## src/rtl/keylock_param_if.sv

```systemverilog
// keylock_param_if: keypad strobe, control requests and lock status bundle.
interface keylock_param_if #(parameter int KEY_W = 4);
    logic [KEY_W-1:0] key;
    logic             key_valid;
    logic             relock;
    logic             prog_en;
    logic             locked;
    logic             alarm;
    logic [3:0]       fail_cnt;
    logic             prog_done;
    modport master (output key, key_valid, relock, prog_en, input locked, alarm, fail_cnt, prog_done);
    modport slave  (input key, key_valid, relock, prog_en, output locked, alarm, fail_cnt, prog_done);
endinterface

```

## src/rtl/keylock_param.sv

```systemverilog
// keylock_param: digit-code lock with lockout after repeated failures, idle relock
// and in-field reprogramming of the stored code.
module keylock_param #(
    parameter int KEY_W = 4,
    parameter int CODE_LEN = 6,
    parameter logic [CODE_LEN*KEY_W-1:0] DEFAULT_CODE = 24'h335256,
    parameter int MAX_FAIL = 3,
    parameter int LOCKOUT_CYC = 16,
    parameter int RELOCK_CYC = 64
) (
    input logic clk,
    input logic reset_n,
    keylock_param_if.slave bus
);
    localparam logic [1:0] LOCKED = 2'd0, UNLOCKED = 2'd1, PROGRAM = 2'd2, LOCKOUT = 2'd3;
    localparam int DW = $clog2(CODE_LEN + 1);
    localparam int TMAX = LOCKOUT_CYC > RELOCK_CYC ? LOCKOUT_CYC : RELOCK_CYC;
    localparam int TW = $clog2(TMAX + 1);
    localparam int CW = CODE_LEN * KEY_W;
    logic [1:0] state;
    logic [DW-1:0] digit_cnt;
    logic [TW-1:0] tmr;
    logic [3:0] fail_cnt, fail_inc;
    logic prog_done;
    logic [CW-1:0] code, dig_buf, dig_nxt;
    logic last;
    // dig_buf holds entered digits in LOCKED and the shadow code in PROGRAM
    always_comb begin
        dig_nxt = dig_buf;
        for (int i = 0; i < CODE_LEN; i++)
            if (digit_cnt == DW'(i)) dig_nxt[(CODE_LEN-1-i)*KEY_W +: KEY_W] = bus.key;
    end
    assign last = digit_cnt == DW'(CODE_LEN - 1);
    assign fail_inc = fail_cnt == 4'hF ? fail_cnt : fail_cnt + 4'd1;
    assign bus.locked = !(state == UNLOCKED || state == PROGRAM);
    assign bus.alarm = state == LOCKOUT;
    assign bus.fail_cnt = fail_cnt;
    assign bus.prog_done = prog_done;
    always_ff @(posedge clk or negedge reset_n) begin
        if (!reset_n) begin
            state <= LOCKED;
            digit_cnt <= '0;
            tmr <= '0;
            fail_cnt <= '0;
            prog_done <= 1'b0;
            code <= DEFAULT_CODE;
            dig_buf <= '0;
        end else begin
            prog_done <= 1'b0;
            case (state)
                LOCKED: if (bus.key_valid) begin
                    dig_buf <= dig_nxt;
                    digit_cnt <= last ? '0 : digit_cnt + 1'b1;
                    if (last && dig_nxt == code) begin
                        state <= UNLOCKED;
                        fail_cnt <= '0;
                        tmr <= TW'(RELOCK_CYC);
                    end else if (last) begin
                        fail_cnt <= fail_inc;
                        if (fail_inc == 4'(MAX_FAIL)) begin
                            state <= LOCKOUT;
                            tmr <= TW'(LOCKOUT_CYC);
                        end
                    end
                end
                UNLOCKED: begin
                    digit_cnt <= '0;
                    if (bus.relock) state <= LOCKED;
                    else if (bus.prog_en) state <= PROGRAM;
                    else if (bus.key_valid) tmr <= TW'(RELOCK_CYC);
                    else if (tmr <= TW'(1)) state <= LOCKED;
                    else tmr <= tmr - 1'b1;
                end
                PROGRAM: begin
                    if (bus.relock || !bus.prog_en) begin
                        state <= bus.relock ? LOCKED : UNLOCKED;
                        digit_cnt <= '0;
                        tmr <= TW'(RELOCK_CYC);
                    end else if (bus.key_valid) begin
                        dig_buf <= dig_nxt;
                        digit_cnt <= last ? '0 : digit_cnt + 1'b1;
                        if (last) begin
                            code <= dig_nxt;
                            prog_done <= 1'b1;
                            state <= UNLOCKED;
                            tmr <= TW'(RELOCK_CYC);
                        end
                    end
                end
                LOCKOUT: if (tmr <= TW'(1)) begin
                    state <= LOCKED;
                    fail_cnt <= '0;
                    digit_cnt <= '0;
                    tmr <= '0;
                end else tmr <= tmr - 1'b1;
                default: state <= LOCKED;
            endcase
        end
    end
endmodule

```

## src/flat_wrapper.sv

```systemverilog
// flat-port wrapper written by rule: the top's interface ports become plain ports
module keylock_param_flat 
#(
    parameter int KEY_W = 4,
    parameter int CODE_LEN = 6,
    parameter logic [CODE_LEN*KEY_W-1:0] DEFAULT_CODE = 24'h335256,
    parameter int MAX_FAIL = 3,
    parameter int LOCKOUT_CYC = 16,
    parameter int RELOCK_CYC = 64
)
  (clk, reset_n, bus_key, bus_key_valid, bus_relock, bus_prog_en, bus_locked, bus_alarm, bus_fail_cnt, bus_prog_done);
  keylock_param_if #(.KEY_W(KEY_W)) bus_i ();
  input logic clk;
  input logic reset_n;
  input wire logic [$bits(bus_i.key)-1:0] bus_key;
  input wire logic [$bits(bus_i.key_valid)-1:0] bus_key_valid;
  input wire logic [$bits(bus_i.relock)-1:0] bus_relock;
  input wire logic [$bits(bus_i.prog_en)-1:0] bus_prog_en;
  output wire logic [$bits(bus_i.locked)-1:0] bus_locked;
  output wire logic [$bits(bus_i.alarm)-1:0] bus_alarm;
  output wire logic [$bits(bus_i.fail_cnt)-1:0] bus_fail_cnt;
  output wire logic [$bits(bus_i.prog_done)-1:0] bus_prog_done;
  assign bus_i.key = bus_key;
  assign bus_i.key_valid = bus_key_valid;
  assign bus_i.relock = bus_relock;
  assign bus_i.prog_en = bus_prog_en;
  assign bus_locked = bus_i.locked;
  assign bus_alarm = bus_i.alarm;
  assign bus_fail_cnt = bus_i.fail_cnt;
  assign bus_prog_done = bus_i.prog_done;
  keylock_param #(.KEY_W(KEY_W), .CODE_LEN(CODE_LEN), .DEFAULT_CODE(DEFAULT_CODE), .MAX_FAIL(MAX_FAIL), .LOCKOUT_CYC(LOCKOUT_CYC), .RELOCK_CYC(RELOCK_CYC)) u_core (.clk(clk), .reset_n(reset_n), .bus(bus_i));
endmodule
```

## config.mk

```make
export PLATFORM = sky130hd
export DESIGN_NAME = keylock_param_flat
export DESIGN_NICKNAME = d
export VERILOG_FILES = /design/src/rtl/keylock_param_if.sv /design/src/rtl/keylock_param.sv /design/src/flat_wrapper.sv
export SDC_FILE = /design/constraint.sdc
export NUM_CORES = 1
export LEC_CHECK = 0
export ABC_AREA = 1
export CORE_UTILIZATION = 55
export CTS_BUF_LIST = sky130_fd_sc_hd__clkbuf_8
export DETAILED_ROUTE_END_ITERATION = 8
export PLACE_DENSITY_LB_ADDON = 0.25
export SYNTH_ARGS = -nofsm -noshare
export SYNTH_HDL_FRONTEND = slang
export SYNTH_SLANG_ARGS = --single-unit
```

## constraint.sdc

```tcl
create_clock -name clk -period 3 [get_ports clk]
set_clock_uncertainty 0.05 [all_clocks]
set_input_delay 0.9 -clock clk [delete_from_list [all_inputs] [get_ports clk]]
set_output_delay 0.9 -clock clk [all_outputs]
set_load 0.005 [all_outputs]
```

# Yosys cells after proc, flatten, opt, wreduce, memory -nomap -nowiden
# Cells that the tools add are included.
[classes]
add_sub_neg = 3
n_lt_le_gt_ge = 1
n_eq_ne = 22
n_mux = 50
n_bitwise = 1
n_reduce_logical = 14
[ops]
columns = ["op", "count"]
rows = [
  ["$mux W7", 12],
  ["$mux W24", 2],
  ["$pmux W24 S2", 1],
  ["$mux W4", 11],
  ["$pmux W7 S4", 1],
  ["$eq A24 B24 Y1", 1],
  ["$mux W2", 11],
  ["$mux W3", 4],
  ["$pmux W3 S4", 1],
  ["$ne A2 B2 Y1 const B", 4],
  ["$pmux W2 S4", 1],
  ["$pmux W4 S2", 1],
  ["$reduce_and A4 Y1", 2],
  ["$reduce_and A8 Y1", 1],
  ["$le A7 B1 Y1 const B", 1],
  ["$sub A7 B1 Y7 const B", 1],
  ["$eq A3 B2 Y1 const B", 2],
  ["$eq A3 B3 Y1 const B", 2],
  ["$ne A3 B1 Y1 const B", 2],
  ["$ne A3 B3 Y1 const B", 2],
  ["$reduce_and A6 Y1", 1],
  ["$mux W1", 5],
  ["$add A4 B1 Y4 const B", 1],
  ["$eq A2 B2 Y1 const B", 2],
  ["16 further kinds", 19],
]
[totals]
regBits = 65
inputBits = 9
out_inout_bits = 7
word_cells = 98

# Longest topological paths before layout
[depth]
depth_word = 8
mapped_depth = 20
depth_no_buf = 18

# Worst setup path before layout
# No wires, ideal clock.
[synth_timing]
path_type = "input-to-reg"
start = "input port bus_key[1]"
end = "register u_core.tmr[2]"
setup_time_ps = 118
arrival_time_ps = 2301
required_time_ps = 2832
path_slack_ps = 532
stages = 16
n_path_buf = 2
path_cell_list = "clkbuf_1 -> inv_1 -> nand2_1 -> o21ai_0 -> nor2_1 -> nor2_1 -> nand2_1 -> nor2_1 -> nand2_1 -> nor2_1 -> nand3_2 -> nand2_2 -> nand3_2 -> buf_6 -> nand2_1 -> o21ai_2"
[synth_via]
elab_chain_len = 6
elab_cells_between_ends = 14
cone_classes = "3 x eq/ne; 9 x mux; 2 x reduce/logical"
[synth_lines]
columns = ["element", "line_no", "rtl"]
rows = [
  ["from (decl)", "flat_wrapper.sv:15", "input wire logic [$bits(bus_i.key)-1:0] bus_key;"],
  ["$mux W4", "keylock_param.sv:31", "if (digit_cnt == DW'(i)) dig_nxt[(CODE_LEN-1-i)*KEY_W +: KEY_W] = bus.key;"],
  ["$eq A24 B24 Y1 *", "keylock_param.sv:54", "if (last && dig_nxt == code) begin"],
  ["$logic_and A1 B1 Y1 *", "keylock_param.sv:54", ""],
  ["$mux W7", "keylock_param.sv:54", ""],
  ["$mux W7", "keylock_param.sv:51", "LOCKED: if (bus.key_valid) begin"],
  ["$pmux W7 S4", "keylock_param.sv:50", "case (state)"],
  ["to (signal assigned)", "keylock_param.sv:57", "tmr <= TW'(RELOCK_CYC);"],
  ["to (signal assigned)", "keylock_param.sv:62", "tmr <= TW'(LOCKOUT_CYC);"],
  ["to (signal assigned)", "keylock_param.sv:70", "else if (bus.key_valid) tmr <= TW'(RELOCK_CYC);"],
  ["to (decl)", "keylock_param.sv:22", "logic [TW-1:0] tmr;"],
]
# Every way passes the cells marked *; elsewhere a longest branch is shown, timed or not. The select of a mux whose other input is x is not followed.
# A chain may end at the register's enable or synchronous reset.

# Final worst setup path
[layout_timing]
start = "input port bus_key[2]"
end = "register u_core.tmr[2]"
# The elaborated chain is that of the path after synthesis.

==> impl_metrics.ini <==
[worst_setup_path]
crit_family = simple AND/OR/NAND/NOR gates
worstSetupPathType = in -> reg
worst-path-stages = 16
regToRegSetupSlack_ns = 0.49
critPathLaunch = bus_key[2]
crit_top_cell = nand2_1
r2r_start = u_core.digit_cnt[1]
r2r_cells = 18
path_buf_inv = 3
crit_required_ns = 3.17
crit_path_end_kind = flip-flop
max_stage_delay_ns = 0.51
worstPathCellList = clkdlybuf4s50_1 -> buf_4 -> nand2_1 -> nand2_1 -> nand2_1 -> nand2_1 -> nand2_1 -> nor2_1 -> nand2_1 -> nor2_1 -> nand3_2 -> nand2_2 -> nand3_2 -> buf_12 -> nand2_1 -> o21ai_2
startpoint_type = input port
critPathArrivalTime_ns = 2.93
cp_max_fo = 13
crit_slowest_cell = clkdlybuf4s50_1

[final_layout]
final_cell_mix = nand2_1, inv_1, nand3_1
nNetsFinal = 603
final_cell_count_no_fill = 686
fillers = 595
drive_gt1_share_pct = 13.7
syn_to_final_growth_pct = 13.7
final_core_util_pct = 65.9
layout_commonest_cell = nand2_1
insertedDiodeCount = 0
finalInstanceArea_mm2 = 0.00455

[sta]
post-route-period-util_pct = 92.0
fin_tns_setup_ns = 0
hold_violations = 0
tightest_slew_ns = 0.527
fmax_mhz = 362
slew_headroom_pct = 64.8
slew_violations = 0
whs_ns = 0.442
rsz0062_at_grt = no
setup_viol = 0
min_period_ns = 2.76

[route]
routed_wl_mm = 8.65
drt_iter0_markers = 211
routedWlPerCell_um = 12.6
vias = 3621
first_pass_iters = 5
drcViolationCount = 0
via_per_inst = 5.28
postRouteAntennaNets = 0

[placed_design]
dp_hpwl_mm = 6.42
gp_congestion = 0.868
dpl_cell_area_mm2 = 0.00435
placed_cells = 670
io_buffer_count = 15

[floorplanning]
die_w_um = 87.3
fp-row-count = 30
dieArea_mm2 = 0.00762
start_util_pct = 58.0
coreArea_mm2 = 0.00691
die_h_um = 87.3
ios = 16

[logic_synthesis]
synth_compound_area_share_pct = 12.3
yosys.area_share.simple_pct = 33.8
ys_warn_count = 0
synth-xor-area-share_pct = 0.875
synth_fp_nets = 573
ys_seq_area_share_pct = 41.0
synthAdderAreaFrac_pct = 2.81
synthDistinctLibCells = 39
syn_area_mm2 = 0.00400
synth_top_family_by_area = simple AND/OR/NAND/NOR gates
ys_ff_latch = 65
synth_cells = 555
synthMuxAreaShare_pct = 0.281
syn_avg_cell_area_um2 = 7.21

[clocking]
postCtsSetupRepairBufs = 0
ctsResizeCount = 0
cts_sinks = 65
clockBufferDepth = 2
clkLatencyLatePin_ns = 0.33
clk_pin_slew_ns = 0.06
cts-root-buf = clkbuf_8
ctsHoldBuffers = 0
cts_tree = built
cts_max_level = 3
numCtsBuffers = 9

[job]
max_cap_viol_count = 0

[power]
ir_drop_mv = 0.558
powerDensity_mw_per_mm2 = 1020
p_leak_nw = 2.30

[hold_path]
min_path_cells = 2
hp-start = u_core.tmr[6]
timing.hold.worst.class = reg -> reg

[global_routing]
grt_pass1_wl_mm = 15.2
grt_pass1_vias = 3453
grt_overflow = 0
grt_max_degree = 44
grt_usage_pct = 25.7
antenna_found_initial = 0

[outcome]
status = finished clean
==> worst reg2reg max path, delay by kind of cell (launching register included) <==
| kind | cells | cell delay, ns |
|---|---|---|
| fa+ha+maj | 1 | 0.27 |
| buf+inv | 3 | 0.35 |
| compound gates | 1 | 0.05 |
| flops | 1 | 0.44 |
| simple gates | 13 | 1.25 |
==> through the flow <==
stage                     setup slack, ns  power, mW
after floorplan                     0.532       3.28
after global placement            -0.0836       3.81
after detailed placement           -0.123       3.89
after CTS                           0.211       4.64
after global routing               0.0656       5.08
final                               0.239       4.62
==> logic make-up (layout without fill, tap and decap cells) <==
group / count (synthesis) / after routing
fa+ha+maj: 9 / 9
compound gates: 84 / 84
buf+inv: 82 / 117
mux: 1 / 1
simple gates: 310 / 310
xor+xnor: 4 / 4
flops: 65 / 65
==> power breakdown <==
group          leakage [nW]  total (mW)  internal, mW  switching, mW
combinational          1.47        2.40         0.934           1.47
sequential            0.723        1.48          1.24          0.242
clock                 0.102       0.741         0.401          0.340
==> synthesized netlist by cell type, drive strengths merged <==
cell,n,area (µm²)
ha,9,113
clkinv,2,8.75
o22ai,2,12.5
or2,1,6.26
o21ai,51,285
xnor2,1,8.76
a21boi,1,7.51
nor2,51,223
a31oi,16,100
dfstp,11,289
dfrtp,54,1350
o2111ai,1,8.76
mux2,1,11.3
o31ai,1,7.51
clkbuf,7,26.3
nand2,189,742
a211oi,1,7.51
buf,9,78.8
nor3,3,15.0
xor2,3,26.3
inv,64,245
nand4,4,25.0
nand3b,1,7.51
o211ai,1,7.51
a21oi,8,40.0
a31o,1,8.76
nand3,61,333
o21a,1,7.51
==> per-layer routing <==
| layer | global-route usage (%) | vias up | share of wire, % |
|---|---|---|---|
| met2 | 43.4 | 76 | 49 |
| met1 | 32.3 | 1686 | 46 |
| li1 | - | 1848 | - |
| met3 | 5.69 | 11 | 3.6 |
| met4 | 9.09 | 0 | 1.2 |
| met5 | 0 | - | 0 |
==> flip-flops by register name, indices dropped and copies added (netlist names) <==
register and flops:
u_core.dig_buf 24, u_core.state 2, u_core.bus.prog_done 1, u_core.bus.fail_cnt 4
u_core.code 24, u_core.tmr 7, u_core.digit_cnt 3
==> final cells by class <==
class                   count  area [µm²]  share of cell area [%]
repair buffers             35         323                    7.09
well taps                  96         120                    2.64
clock buffers              10         138                    3.02
inverters                  66         254                    5.58
flip-flops and latches     65        1640                    36.0
clock inverters             6        57.6                    1.26
multi-input cells         408        2020                    44.4
==> worst paths after layout <==
path,end
max in group asynchronous,u_core.code[1]
setup reg to reg,u_core.tmr[2]
hold reg to reg,u_core.tmr[6]
hold / removal,u_core.tmr[6]
min in group asynchronous,u_core.dig_buf[18]
setup / recovery,u_core.tmr[2]
No activity file was read; power rests on OpenSTA's default activity.
